--- src/rtl/alu_ctrl_md_unit.sv ---
// alu_ctrl_md_unit: registered ALU select decode plus an iterative
// multiply/divide sequencer that owns the HI/LO registers.
// Optional feature macro: ALU_CTL_MTHI_EN enables mthi/mtlo (funct 010001/010011).
module alu_ctrl_md_unit #(
  parameter int DATA_W  = 32,
  parameter int OPALU_W = 3
) (
  input  logic               clk,
  input  logic               rst,
  input  logic               ctl_valid,
  input  logic [OPALU_W-1:0] op_alu,
  input  logic [5:0]         funct,
  input  logic [DATA_W-1:0]  a_in,
  input  logic [DATA_W-1:0]  b_in,
  output logic [3:0]         alu_ctl,
  output logic               illegal,
  output logic               stall,
  output logic               md_busy,
  output logic               md_done,
  output logic [DATA_W-1:0]  hi_out,
  output logic [DATA_W-1:0]  lo_out
);

  localparam int CNT_W = $clog2(DATA_W + 1);

  typedef enum logic [1:0] {S_IDLE, S_MUL, S_DIV, S_DONE} state_t;

  state_t             state;
  logic [CNT_W-1:0]   cnt;
  logic [3:0]         dec_ctl;
  logic               dec_ill;
  logic               is_rtype;
  logic               md_req;
  logic               dec_en;
  // shared iteration registers: acc is the partial product high half / remainder,
  // sh holds the multiplier / quotient, opb the multiplicand / divisor magnitude
  logic [DATA_W:0]    acc;
  logic [DATA_W-1:0]  sh;
  logic [DATA_W-1:0]  opb;
  logic               neg_a;
  logic               neg_b;
  logic               is_div;
  logic [DATA_W:0]    mul_sum;
  logic [DATA_W:0]    div_shift;
  logic [DATA_W:0]    div_diff;
  logic [2*DATA_W-1:0] prod_s;
  logic [DATA_W-1:0]  quo_s;
  logic [DATA_W-1:0]  rem_s;
  logic               md_signed;
  logic               a_neg;
  logic               b_neg;
`ifdef ALU_CTL_MTHI_EN
  logic               mt_req;
`endif

  function automatic logic [DATA_W-1:0] neg_w(input logic [DATA_W-1:0] v, input logic n);
    return n ? (~v + 1'b1) : v;
  endfunction

  function automatic logic [2*DATA_W-1:0] neg_2w(input logic [2*DATA_W-1:0] v, input logic n);
    return n ? (~v + 1'b1) : v;
  endfunction

  assign is_rtype  = (op_alu == OPALU_W'(2));
  assign md_req    = ctl_valid & is_rtype & (funct[5:2] == 4'b0110);
`ifdef ALU_CTL_MTHI_EN
  assign mt_req    = ctl_valid & is_rtype & ((funct == 6'b010001) | (funct == 6'b010011));
`endif
  assign md_busy   = (state != S_IDLE);
  assign stall     = md_busy & ctl_valid & is_rtype &
                     ((funct == 6'b010000) | (funct == 6'b010010) |
                      (funct == 6'b010001) | (funct == 6'b010011) |
                      (funct[5:2] == 4'b0110));
  assign dec_en    = ctl_valid & ~stall;
  // multu/divu have funct[0] set
  assign md_signed = ~funct[0];
  assign a_neg     = md_signed & a_in[DATA_W-1];
  assign b_neg     = md_signed & b_in[DATA_W-1];

  // Decode op_alu/funct into the ALU select code and illegal flag
  always_comb begin
    dec_ctl = 4'b0000;
    dec_ill = 1'b0;
    case (op_alu)
      OPALU_W'(0): dec_ctl = 4'b0010;
      OPALU_W'(1): dec_ctl = 4'b0110;
      OPALU_W'(3): dec_ctl = 4'b0000;
      OPALU_W'(4): dec_ctl = 4'b0001;
      OPALU_W'(5): dec_ctl = 4'b0111;
      OPALU_W'(2): begin
        case (funct)
          6'b100000, 6'b100001: dec_ctl = 4'b0010;
          6'b100010, 6'b100011: dec_ctl = 4'b0110;
          6'b100100:            dec_ctl = 4'b0000;
          6'b100101:            dec_ctl = 4'b0001;
          6'b100110:            dec_ctl = 4'b0011;
          6'b100111:            dec_ctl = 4'b1100;
          6'b101010:            dec_ctl = 4'b0111;
          6'b101011:            dec_ctl = 4'b1000;
          6'b000000:            dec_ctl = 4'b0100;
          6'b000010:            dec_ctl = 4'b0101;
          6'b010000:            dec_ctl = 4'b1101;
          6'b010010:            dec_ctl = 4'b1110;
          6'b011000, 6'b011001,
          6'b011010, 6'b011011: dec_ctl = 4'b1111;
`ifdef ALU_CTL_MTHI_EN
          6'b010001, 6'b010011: dec_ctl = 4'b1111;
`endif
          default:              dec_ill = 1'b1;
        endcase
      end
      default: dec_ctl = 4'b0000;
    endcase
  end

  // Iteration arithmetic and final sign correction
  always_comb begin
    mul_sum   = acc + {1'b0, (sh[0] ? opb : {DATA_W{1'b0}})};
    div_shift = {acc[DATA_W-1:0], sh[DATA_W-1]};
    div_diff  = div_shift - {1'b0, opb};
    prod_s    = neg_2w({acc[DATA_W-1:0], sh}, neg_a ^ neg_b);
    quo_s     = neg_w(sh, neg_a ^ neg_b);
    rem_s     = neg_w(acc[DATA_W-1:0], neg_a);
  end

  // Register the decoded select; hold it when no request is taken
  always_ff @(posedge clk or posedge rst) begin
    if (rst) begin
      alu_ctl <= 4'b0000;
      illegal <= 1'b0;
    end else begin
      illegal <= dec_en & dec_ill;
      if (dec_en) alu_ctl <= dec_ctl;
    end
  end

  // Operand latch on accept, then shift-add or restoring-divide steps
  always_ff @(posedge clk) begin
    if (state == S_IDLE && md_req) begin
      acc    <= '0;
      sh     <= neg_w(a_in, a_neg);
      opb    <= neg_w(b_in, b_neg);
      neg_a  <= a_neg;
      neg_b  <= b_neg;
      is_div <= funct[1];
    end else if (state == S_MUL) begin
      {acc, sh} <= {mul_sum, sh} >> 1;
    end else if (state == S_DIV && opb != '0) begin
      if (!div_diff[DATA_W]) begin
        acc <= div_diff;
        sh  <= {sh[DATA_W-2:0], 1'b1};
      end else begin
        acc <= div_shift;
        sh  <= {sh[DATA_W-2:0], 1'b0};
      end
    end
  end

  // Sequencer FSM; HI/LO are written in DONE (or by mthi/mtlo when enabled)
  always_ff @(posedge clk or posedge rst) begin
    if (rst) begin
      state   <= S_IDLE;
      cnt     <= '0;
      md_done <= 1'b0;
      hi_out  <= '0;
      lo_out  <= '0;
    end else begin
      md_done <= 1'b0;
      case (state)
        S_IDLE: begin
          if (md_req) begin
            state <= funct[1] ? S_DIV : S_MUL;
            cnt   <= CNT_W'(DATA_W);
          end
`ifdef ALU_CTL_MTHI_EN
          else if (mt_req) begin
            if (funct[1]) lo_out <= a_in;
            else          hi_out <= a_in;
          end
`endif
        end
        S_MUL: begin
          cnt <= cnt - 1'b1;
          if (cnt == CNT_W'(1)) state <= S_DONE;
        end
        S_DIV: begin
          if (opb == '0) begin
            state <= S_DONE;
          end else begin
            cnt <= cnt - 1'b1;
            if (cnt == CNT_W'(1)) state <= S_DONE;
          end
        end
        default: begin
          state   <= S_IDLE;
          md_done <= 1'b1;
          if (!is_div) begin
            hi_out <= prod_s[2*DATA_W-1:DATA_W];
            lo_out <= prod_s[DATA_W-1:0];
          end else if (opb == '0) begin
            // sh still holds |a|; restore the original dividend into HI
            hi_out <= neg_w(sh, neg_a);
            lo_out <= {DATA_W{1'b1}};
          end else begin
            hi_out <= rem_s;
            lo_out <= quo_s;
          end
        end
      endcase
    end
  end

endmodule

--- config.mk ---
export PLATFORM = sky130hd
export DESIGN_NAME = alu_ctrl_md_unit
export DESIGN_NICKNAME = d
export VERILOG_FILES = /design/src/rtl/alu_ctrl_md_unit.sv
export SDC_FILE = /design/constraint.sdc
export NUM_CORES = 1
export LEC_CHECK = 0
export CAP_MARGIN = 20
export CORE_ASPECT_RATIO = 1.5
export CORE_MARGIN = 5
export CORE_UTILIZATION = 35
export DETAILED_ROUTE_END_ITERATION = 6
export SETUP_SLACK_MARGIN = 0.1
export SYNTH_ARGS = -nofsm -noshare
export SYNTH_HDL_FRONTEND = slang
export SYNTH_SLANG_ARGS = --single-unit
--- constraint.sdc ---
create_clock -name clk -period 9.6 [get_ports clk]
set_input_delay 1.44 -clock clk [delete_from_list [all_inputs] [get_ports clk]]
set_output_delay 1.44 -clock clk [all_outputs]
set_load 0.1 [all_outputs]
==> results.tsv <==
stage	metric	value	unit
outcome	outcome	finished, final reports clean	
clock_network	Max H-tree Level	4	
sta	Final Slew Violations	0	
clock_network	clock tree buffer depth	2	
finish	FF/Latch Area	0.004624	mm²
finish	area of the multi-input gates	0.01013	mm²
clock_network	Root Buffer	clkbuf_16	
yosys	Post-synth EDFFs	67	
placed_design	placed insts	2518	
clock_network	Setup Buffers After CTS	0	
finish	layout cells sized above 1	4.759	%
detailed_routing	drt first-iter violations	909	
finish	fin cells	2551	
yosys	Synth top cells by count	nand2_1, nor2_1, xnor2_1	
finish	Total Nets Final	2115	
global_route	initial antenna violation count	0	
floorplan	Ports	148	
placed_design	RD Place Congestion	0.9200	
sta	Final min period	5.132	ns
sta	Tcrit/Tclk final	53.46	%
yosys	synth unique cells	84	
clock_network	clock latency on the worst-skew pair	0.46	ns
sta	setup violators final	0	
finish	Area Growth Syn to Fin	15.75	%
sta	post-route setup slack	4.468	ns
detailed_routing	DR WL/cell	19.09	µm
yosys	Synth Instances	1908	
worst_setup_path	Critical Path Source Type	primary input	
yosys	main flop type after synthesis	dfrtp_1	
worst_setup_path	CP Capture Type	output port	
sta	Slew HR	27.98	%
worst_setup_path	critical path cell sequence	clkdlybuf4s50_1 -> nand2b_1 -> nor2_1 -> and3_1 -> clkdlybuf4s50_1	
floorplan	DIE HEIGHT	268.4	µm
sta	setup tns final	0	ns
power	Logic pwr share	64.1	%
yosys	register area share after synthesis	29.68	%
power	Flop pwr share	25.5	%
power	Pwr Density	374.0	mW/mm²
global_route	vias in the first global route	14010	
clock_network	hold_buf cts	0	
yosys	most frequent cell after synthesis	nand2_1	
yosys	Yosys reg bits	178	
placed_design	pre-CTS setup slack	4.466	ns
flow_run	MaxCap Viol Count	0	
global_route	GR Util All Layers	19.41	%
worst_setup_path	Critical Path AT	3.69	ns
yosys	Async SR Flop Fraction	43.82	%
power	net switching power figure	0.003655	W
detailed_routing	Total Wirelength	48700	µm
yosys	post-synth top area share	12.91	%
power	Leak Pwr	6.845	nW
clock_network	PostCTS Resize Cnt	0	
yosys	Post-Syn Area per Cell	8.167	µm²
worst_hold_path	worst min path class	reg -> reg	
worst_setup_path	most frequent cell on the critical path	clkdlybuf4s50_1	
yosys	warnings from Yosys	0	
sta	f_max	194.8	MHz
clock_network	clock sinks	178	
global_route	first-pass GRT wire length	75910	µm
floorplan	Starting Density	35.42	%
floorplan	width of the die	182.3	µm
worst_setup_path	Crit path max-delay family	buffers and inverters	
finish	n_diodes	0	
global_route	largest net degree at the start of global routing	96	
global_route	total gr overflow	0	
sta	Slew @ Worst Pin	1.080	ns
power	sw frac	54.18	%
worst_setup_path	critical path class	in -> out	
sta	final hold slack	0.4850	ns
sta	Hold Fails Final Rpt	0	
worst_setup_path	Worst path max stage delay	1.13	ns
yosys	syn nets	2061	
worst_setup_path	Max FO, Critical Path	8	
yosys	Yosys top cell by area	edfxtp_1	
clock_network	CTS tree	yes	
placed_design	Detailed Place HPWL	37490	µm
sta	Clock Skews	0.009461	ns
floorplan	core area	0.04399	mm²
detailed_routing	DRC Markers	0	
yosys	ranking of synthesized cells by area	edfxtp_1, dfrtp_1, xnor2_1, ha_1, o21ai_0	
worst_setup_path	CP max stage cell	clkdlybuf4s50_1	
power	peak supply drop	0.1892	mV
detailed_routing	Routed Antenna Nets	0	
floorplan	Rows	94	
floorplan	Die ar.	0.04893	mm²
clock_network	Reg clk slew, reported paths	0.07	ns
placed_design	Port Buf Inserts	147	
detailed_routing	drt pass-1 iters	6	
worst_setup_path	Req. time, crit path	8.16	ns
finish	Final Core Density	41.01	%
detailed_routing	via count	14280	
sta	RSZ-0062 raised after global routing	false	
yosys	cell area after synthesis	0.01558	mm²
power	cell-internal power	0.003091	W
power	Clock power frac	10.4	%
finish	# fillers	4486	
clock_network	Num CTS Buffers	17	
worst_setup_path	Buf/Inv on CP	2	
detailed_routing	Avg Vias per Cell	5.599	
-- per-stage QoR --
stage	area [µm²]	power, W
after floorplan	15580	0.004911
after global placement	17430	0.005971
after detailed placement	17430	0.006025
after CTS	18010	0.006743
after global routing	18040	0.007156
final	18040	0.006746
-- final cells by class --
class	count	area share [%]
clock buffers	26	3.017
flip-flops and latches	178	25.64
multi-input cells	1508	56.18
repair buffers	165	9.018
well taps	576	3.996
inverters	92	1.928
clock inverters	6	0.2220
-- worst paths after layout --
check                                   start                     end  slack, ns  depth (start not counted)
max reg2reg                  sh[31]$_DFFE_PP_    acc[24]$_SDFFE_PP0P_       4.56                         18
max                                  funct[5]                   stall       4.47                          5
min in group asynchronous                 rst  hi_out[19]$_DFFE_PP0P_       1.32                          3
min                        cnt[5]$_DFFE_PP0P_      cnt[5]$_DFFE_PP0P_       0.49                          1
max in group asynchronous                 rst  alu_ctl[0]$_DFFE_PP0P_       7.66                          4
min reg2reg                cnt[5]$_DFFE_PP0P_      cnt[5]$_DFFE_PP0P_       0.49                          1
-- power groups by stage --
stage                     Combinational (W)  Clock (W)  Sequential [W]
after floorplan                     0.00256          0         0.00236
after global placement              0.00425          0         0.00172
after detailed placement            0.00430          0         0.00173
after CTS                           0.00432   0.000714         0.00171
after global routing                0.00466   0.000740         0.00176
final                               0.00432   0.000700         0.00172
-- flip-flops by register name (all words and copies together) (netlist names) --
register	flops
cnt	6
neg_a	1
lo_out	32
is_div	1
opb	32
illegal	1
acc	33
neg_b	1
sh	32
hi_out	32
state	2
md_done	1
alu_ctl	4
-- cell families after synthesis --
| group | Yosys count | synth area share, % |
|---|---|---|
| compound gates | 585 | 24.35 |
| xor+xnor | 234 | 13.15 |
| fa+ha+maj | 77 | 6.279 |
| buf+inv | 222 | 5.637 |
| flops | 178 | 29.68 |
| mux | 50 | 3.388 |
| simple gates | 562 | 17.51 |
-- cells in the final DEF (no fill, tap or decap), drive strengths merged, types with 26 or more instances in the layout --
master         Yosys  final
nor2             167    167
o31ai             41     41
clkdlybuf4s50      0    147
nand2            170    170
inv               90     89
o211ai            47     47
nor4              29     29
o22a              26     26
dfxtp             33     33
xnor2            156    156
mux2i             40     40
a21oi            133    133
edfxtp            67     67
xor2              78     78
dfrtp             78     78
o21ai            152    152
ha                75     75
nand2b            26     26
a211oi            40     40
clkbuf            99     26
a21o              28     28
nor3              43     43
-- metal layers --
| layer | global-route usage, % | vias to the layer above | share of wire [%] |
|---|---|---|---|
| met3 | 1.916 | 107 | 3.6 |
| met1 | 21.74 | 6828 | 39 |
| met5 | 0 | - | 0 |
| li1 | - | 6965 | - |
| met2 | 35.81 | 382 | 52 |
| met4 | 11.04 | 0 | 5.6 |
(Power assumes the default switching activity.)
